$ cat config.mk
export PLATFORM = sky130hd
export DESIGN_NAME = move_ctrl
export DESIGN_NICKNAME = d
export VERILOG_FILES = /design/src/rtl/move_ctrl_pkg.sv /design/src/rtl/move_ctrl_debounce.sv /design/src/rtl/move_ctrl.sv
export SDC_FILE = /design/constraint.sdc
export NUM_CORES = 1
export LEC_CHECK = 0
export BUFFER_PORTS_ARGS = -buffer_cell sky130_fd_sc_hd__buf_2
export CORE_MARGIN = 5
export CORE_UTILIZATION = 55
export CTS_CLUSTER_DIAMETER = 60
export CTS_CLUSTER_SIZE = 20
export DETAILED_ROUTE_END_ITERATION = 10
export PLACE_DENSITY = 0.72
export SLEW_MARGIN = 10
export SYNTH_ARGS = -nofsm -noshare
export SYNTH_HDL_FRONTEND = slang
export SYNTH_SLANG_ARGS = --single-unit
$ cat constraint.sdc
create_clock -name clk50m_i -period 5.4 [get_ports clk50m_i]
set_input_delay 0.54 -clock clk50m_i [delete_from_list [all_inputs] [get_ports clk50m_i]]
set_output_delay 0.54 -clock clk50m_i [all_outputs]
set_load 0.01 [all_outputs]
$ cat src/rtl/move_ctrl_pkg.sv
// Shared definitions for the snake input stage: direction encodings and the
// reversal mask that the game logic also uses.
package move_ctrl_pkg;

   typedef enum logic [1:0] {
      DIR_UP    = 2'b00,
      DIR_RIGHT = 2'b01,
      DIR_DOWN  = 2'b10,
      DIR_LEFT  = 2'b11
   } dir_t;

   // Flipping bit 1 maps each direction onto its opposite.
   localparam logic [1:0] REV_MASK = 2'b10;

   function automatic logic [1:0] reverse_of(input logic [1:0] dir);
      return dir ^ REV_MASK;
   endfunction

endpackage

$ cat src/rtl/move_ctrl_debounce.sv
// btn_debounce: one active-low button -> synchronizer, debounce counter,
// stable pressed level and a one-cycle press pulse (released->pressed only).
module btn_debounce #(
   parameter int unsigned DEBOUNCE_CYCLES = 500000
) (
   input  logic clk,
   input  logic rst,
   input  logic btn_n,
   output logic level,
   output logic press
);

   localparam int CW = (DEBOUNCE_CYCLES > 1) ? $clog2(DEBOUNCE_CYCLES) : 1;
   localparam logic [CW-1:0] LAST = CW'(DEBOUNCE_CYCLES - 1);

   logic          sync_1;
   logic          sync_2;
   logic          pressed_sync;
   logic [CW-1:0] cnt;

   assign pressed_sync = ~sync_2;

   // Two-flop synchronizer on the raw pin; reset value is "released".
   always_ff @(posedge clk or posedge rst) begin
      if (rst) begin
         sync_1 <= 1'b1;
         sync_2 <= 1'b1;
      end else begin
         sync_1 <= btn_n;
         sync_2 <= sync_1;
      end
   end

   // Level flips only after DEBOUNCE_CYCLES consecutive disagreeing cycles;
   // the press pulse fires on the same edge the level goes to pressed.
   always_ff @(posedge clk or posedge rst) begin
      if (rst) begin
         cnt   <= '0;
         level <= 1'b0;
         press <= 1'b0;
      end else begin
         press <= 1'b0;
         if (pressed_sync != level) begin
            if (cnt == LAST) begin
               cnt   <= '0;
               level <= pressed_sync;
               press <= pressed_sync;
            end else begin
               cnt <= cnt + 1'b1;
            end
         end else begin
            cnt <= '0;
         end
      end
   end

endmodule

$ cat src/rtl/move_ctrl.sv
// move_ctrl: debounced direction buttons -> committed snake direction plus a
// step strobe. Priority encoder (up > right > down > left), reversal filter
// against the committed direction, last-wins pending turn, step down-counter.
// Optional feature: define MOVE_SPEEDUP_EN to shorten the step period with
// score; otherwise the period is fixed and score_i is ignored.
module move_ctrl
   import move_ctrl_pkg::*;
#(
   parameter int unsigned DEBOUNCE_CYCLES = 500000,
   parameter int unsigned STEP_CYCLES     = 12500000,
   parameter int unsigned MIN_STEP_CYCLES = 2500000,
   parameter int unsigned SPEED_DELTA     = 40000
) (
   input  logic       clk50m_i,
   input  logic       rst_i,
   input  logic [3:0] btn_n_i,
   input  logic [7:0] score_i,
   output logic [1:0] movement_o,
   output logic       step_o,
   output logic       pending_o
);

   logic [3:0]  press;
   logic [3:0]  level;
   logic        cand_valid;
   logic [1:0]  cand;
   logic        accept;
   logic [1:0]  pend_dir;
   logic [31:0] timer;
   logic [31:0] period;
   logic        step_edge;
   logic        unused_level;

   assign unused_level = ^level;

   for (genvar i = 0; i < 4; i++) begin : g_btn
      btn_debounce #(
         .DEBOUNCE_CYCLES(DEBOUNCE_CYCLES)
      ) u_btn (
         .clk   (clk50m_i),
         .rst   (rst_i),
         .btn_n (btn_n_i[i]),
         .level (level[i]),
         .press (press[i])
      );
   end

   // Fixed-priority pick of one press event per cycle.
   always_comb begin
      cand_valid = 1'b1;
      cand       = DIR_UP;
      if (press[0])      cand = DIR_UP;
      else if (press[1]) cand = DIR_RIGHT;
      else if (press[2]) cand = DIR_DOWN;
      else if (press[3]) cand = DIR_LEFT;
      else               cand_valid = 1'b0;
   end

   // Reversal is judged against the committed direction, never the pending one.
   assign accept    = cand_valid && (cand != reverse_of(movement_o));
   assign step_edge = (timer == 32'd1);

`ifdef MOVE_SPEEDUP_EN
   logic [31:0] prod;

   // Period shrinks with score, saturating at the minimum (including underflow).
   always_comb begin
      prod = 32'(score_i) * SPEED_DELTA;
      if ((prod >= STEP_CYCLES) || ((STEP_CYCLES - prod) < MIN_STEP_CYCLES))
         period = MIN_STEP_CYCLES;
      else
         period = STEP_CYCLES - prod;
   end
`else
   logic unused_score;

   assign unused_score = ^score_i;

   // Fixed period; score has no effect in this build.
   always_comb begin
      period = STEP_CYCLES;
   end
`endif

   // Step timer, pending turn and commit; a same-cycle event joins the commit.
   always_ff @(posedge clk50m_i or posedge rst_i) begin
      if (rst_i) begin
         movement_o <= DIR_RIGHT;
         pend_dir   <= DIR_RIGHT;
         pending_o  <= 1'b0;
         step_o     <= 1'b0;
         timer      <= STEP_CYCLES;
      end else begin
         step_o <= step_edge;
         if (step_edge) begin
            timer     <= period;
            pending_o <= 1'b0;
            if (accept)
               movement_o <= cand;
            else if (pending_o)
               movement_o <= pend_dir;
         end else begin
            timer <= timer - 32'd1;
            if (accept) begin
               pend_dir  <= cand;
               pending_o <= 1'b1;
            end
         end
      end
   end

endmodule
==> impl_metrics.xml <==
<?xml version="1.0" encoding="UTF-8"?>
<metrics>
  <group name="status">
    <metric name="outcome" unit="">finished clean</metric>
  </group>
  <group name="yosys">
    <metric name="synth_top_area_share" unit="%">44.8</metric>
    <metric name="ys_seq_elements" unit="">130</metric>
    <metric name="yosysWarningCount" unit="">0</metric>
    <metric name="synth_fp_nets" unit="">613</metric>
    <metric name="synth_enable_flop_cells" unit="">0</metric>
    <metric name="synth_top_flop_cell" unit="">sky130_fd_sc_hd__dfrtp_1</metric>
    <metric name="syn_area_cell" unit="um2">10.2</metric>
    <metric name="synth-async-reset-ratio" unit="%">100</metric>
    <metric name="synth_cell_types" unit="">44</metric>
    <metric name="synth_cells" unit="">593</metric>
    <metric name="synth_area_leaders" unit="">sky130_fd_sc_hd__dfrtp_1 45%, sky130_fd_sc_hd__dfstp_2 9.6%, sky130_fd_sc_hd__xnor2_1 7.5%</metric>
    <metric name="yosysSeqAreaShare" unit="%">54.3</metric>
    <metric name="synth.largest_area_cell" unit="">sky130_fd_sc_hd__dfrtp_1</metric>
    <metric name="synth_area" unit="mm2">0.00604</metric>
  </group>
  <group name="power_and_ir_drop">
    <metric name="power.share.sequential" unit="%">46.2</metric>
    <metric name="ir_worst_vdd" unit="V">0.000292</metric>
    <metric name="cellPowerDensity" unit="mW/mm2">319</metric>
    <metric name="p_leak" unit="nW">2.73</metric>
    <metric name="cellInternalPower" unit="W">0.00172</metric>
    <metric name="pwr-share-comb" unit="%">2.0</metric>
    <metric name="power_switching_share" unit="%">20.2</metric>
    <metric name="power.share.clock" unit="%">51.8</metric>
    <metric name="switchingPower" unit="W">0.000437</metric>
  </group>
  <group name="final_layout">
    <metric name="post-route-cell-area" unit="mm2">0.00678</metric>
    <metric name="fillerInstances" unit="">837</metric>
    <metric name="postLayoutCoreUtil" unit="%">62.8</metric>
    <metric name="antenna_cells" unit="">0</metric>
    <metric name="layout-drive-gt1-share" unit="%">11.7</metric>
    <metric name="layout_commonest_cell" unit="">sky130_fd_sc_hd__nor2_1</metric>
    <metric name="syn2layout_area_growth" unit="%">12.2</metric>
    <metric name="final_cell_mix" unit="">117 x sky130_fd_sc_hd__nor2_1, 108 x sky130_fd_sc_hd__dfrtp_1, 52 x sky130_fd_sc_hd__xnor2_1, 45 x sky130_fd_sc_hd__nand2_1, 39 x sky130_fd_sc_hd__xor2_1</metric>
    <metric name="design.final.nets" unit="">629</metric>
  </group>
  <group name="sta">
    <metric name="timing_hold_violations_final" unit="">0</metric>
    <metric name="fin_worst_skew" unit="ns">0.00654</metric>
    <metric name="final_max_slew_viol_count" unit="">0</metric>
    <metric name="fin_setup_tns" unit="ns">0</metric>
    <metric name="post-route-min-period" unit="ns">2.93</metric>
    <metric name="setup_violations" unit="">0</metric>
    <metric name="grt_setup_unrepaired" unit="">false</metric>
    <metric name="max_slew.worst_pin.slew" unit="ns">0.995</metric>
    <metric name="tcrit_tclk_final" unit="%">54.3</metric>
    <metric name="slew-limit-headroom" unit="%">33.7</metric>
    <metric name="fmax" unit="MHz">341</metric>
  </group>
  <group name="cts">
    <metric name="cts_num_sinks" unit="">130</metric>
    <metric name="clock_insertion_delay_worst_skew" unit="ns">0.52</metric>
    <metric name="clockBufferDepth" unit="">2</metric>
    <metric name="postCtsHoldBufs" unit="">0</metric>
    <metric name="number_of_buffers_inserted_by_post_cts_setup_repair" unit="">0</metric>
    <metric name="cts_inserted_buffers" unit="">17</metric>
    <metric name="ctsResizeCount" unit="">0</metric>
    <metric name="root_buffer" unit="">sky130_fd_sc_hd__clkbuf_8</metric>
    <metric name="clock_tree.htree_level_count" unit="">4</metric>
    <metric name="tritoncts" unit="">built</metric>
    <metric name="clk_pin_slew" unit="ns">0.06</metric>
  </group>
  <group name="worst_setup_path">
    <metric name="timing.critical_path.arrival" unit="ns">3.33</metric>
    <metric name="worstSetupEndpointType" unit="">flip-flop</metric>
    <metric name="critical-path-max-stage-delay" unit="ns">0.66</metric>
    <metric name="required_time_worst_endpoint" unit="ns">5.80</metric>
    <metric name="worstSetupPathType" unit="">reg -&gt; reg</metric>
    <metric name="path_cells" unit="">or4_4 -&gt; or4_4 -&gt; or3_1 -&gt; clkinv_4 -&gt; nor2_1 -&gt; mux2_2</metric>
    <metric name="timing.critical_path.slowest_stage_cell" unit="">sky130_fd_sc_hd__or3_1</metric>
    <metric name="cp_max_fo" unit="">22</metric>
    <metric name="critical_path.startpoint_type" unit="">flip-flop</metric>
    <metric name="cpMostUsedCell" unit="">sky130_fd_sc_hd__or4_4</metric>
  </group>
  <group name="placed_design">
    <metric name="place.gp.congestion" unit="">0.820</metric>
    <metric name="dpl-instance-area" unit="mm2">0.00620</metric>
    <metric name="portBuffers" unit="">9</metric>
    <metric name="hpwl" unit="um">6810</metric>
  </group>
  <group name="global_route">
    <metric name="grt_pass1_wl" unit="um">19600</metric>
    <metric name="antenna_found_initial" unit="">0</metric>
    <metric name="gr-usage-all-layers" unit="%">18.4</metric>
    <metric name="grt-ovfl-total" unit="">0</metric>
    <metric name="vias_in_the_first_global_route" unit="">4346</metric>
    <metric name="pin_count_of_the_biggest_net_entering_global_routing" unit="">83</metric>
  </group>
  <group name="routing">
    <metric name="final_antenna_net_count" unit="">0</metric>
    <metric name="viasPerCell" unit="">5.49</metric>
    <metric name="final_wirelength" unit="um">10800</metric>
    <metric name="drt-pass1-iter-count" unit="">4</metric>
    <metric name="drt-initial-drc-count" unit="">210</metric>
    <metric name="route.detailed.drc" unit="">0</metric>
    <metric name="via_count" unit="">4183</metric>
    <metric name="detail_route.wl_per_cell" unit="um">14.1</metric>
  </group>
  <group name="floorplanning">
    <metric name="start_util" unit="%">55.9</metric>
    <metric name="design.core.area" unit="mm2">0.0108</metric>
    <metric name="row_count" unit="">38</metric>
    <metric name="die-area" unit="mm2">0.0132</metric>
    <metric name="floorplan.die.width" unit="um">115</metric>
    <metric name="die_h" unit="um">115</metric>
    <metric name="ios" unit="">18</metric>
  </group>
  <group name="hold_path">
    <metric name="type_of_the_most_critical_hold_path" unit="">in -&gt; async</metric>
  </group>
  <group name="flow_run">
    <metric name="cap_viol_max_count" unit="">0</metric>
  </group>
</metrics>
-- per-stage QoR --
step	total power (W)	cells	hold slack (ns)	setup slack, ns
6_report	0.00216	762	0.104	2.47
5_1_grt	0.00224	762	0.0870	2.29
4_1_cts	0.00218	762	0.0938	2.45
3_5_place_dp	0.00106	730	0.348	2.46
3_3_place_gp	0.00106	730	0.347	2.51
2_1_floorplan	0.00104	593	0.345	1.43
-- cell usage after synthesis (all sizes together), types with 9 or more instances --
cell type and count:
nand3 28, or3 9, inv 11, o21ai 10, nand4 22, dfrtp 108
xor2 39, xnor2 52, and4 10, dfstp 22, nor4 17, nor2 117
nor3 21, clkbuf 9, nand2 45, and3 13
-- sequential cells by signal (all words and copies together) (netlist names), 2 cells and up --
name	cells
movement_o	2
timer	32
g_btn.u_btn.cnt	76
g_btn.u_btn.sync_2	4
pend_dir	2
g_btn.u_btn.sync_1	4
g_btn.u_btn.level	4
g_btn.u_btn.press	4
-- path summary, 6_finish.rpt --
check	cells past startpoint	endpoint	slack (ns)	from
max	6	timer[31]	2.47	timer[8]
min	2	g_btn[2].u_btn.cnt[8]	0.10	rst_i
max reg2reg	6	timer[31]	2.47	timer[8]
min reg2reg	0	g_btn[2].u_btn.sync_2	0.36	g_btn[2].u_btn.sync_1
max in group asynchronous	3	g_btn[3].u_btn.press	3.87	rst_i
min in group clk50m_i	1	g_btn[1].u_btn.sync_1	0.12	btn_n_i[1]
-- metal layers --
layer | share of wire (%) | up-vias | global-route usage [%]
li1 | - | 2068 | -
met1 | 47 | 2047 | 23.6
met2 | 48 | 56 | 29.5
met3 | 3.6 | 12 | 6.26
met4 | 1.4 | 0 | 6.18
met5 | 0 | - | 0
-- cell families after synthesis --
family / count (synthesis) / synth area share (%)
flip-flops: 130 / 54.3
XOR/XNOR: 91 / 13.2
AND/OR/NAND/NOR: 310 / 25.5
AO/OA/AOI/OAI: 26 / 2.88
multiplexers: 5 / 0.912
adder cells (fa/ha/maj): 6 / 1.24
buffers and inverters: 25 / 1.95
-- worst max-delay path, delay by kind of cell, from the launching register on --
kind / cells / cell delay [ns]
buffers and inverters: 1 / 0.28
DFF: 1 / 0.44
muxes: 1 / 0.26
and+or+nand+nor: 4 / 1.82
-- power groups by stage --
stage          Sequential [W]  Clock, W  Combinational (W)
2_1_floorplan         0.00101         0          0.0000332
3_3_place_gp          0.00101         0          0.0000441
3_5_place_dp          0.00101         0          0.0000450
4_1_cts              0.000997   0.00114          0.0000464
5_1_grt              0.000999   0.00119          0.0000526
6_report             0.000997   0.00112          0.0000442
-- final cells by class --
| type | count | area [um2] | area share [%] |
|---|---|---|---|
| clock inverter | 7 | 110 | 1.63 |
| timing repair buffer | 10 | 52.6 | 0.776 |
| sequential | 130 | 3280 | 48.4 |
| multi-input combinational | 438 | 2640 | 39.0 |
| inverter | 12 | 52.6 | 0.776 |
| tap | 140 | 175 | 2.59 |
| clock buffer | 25 | 464 | 6.85 |
(Power assumes the default switching activity.)
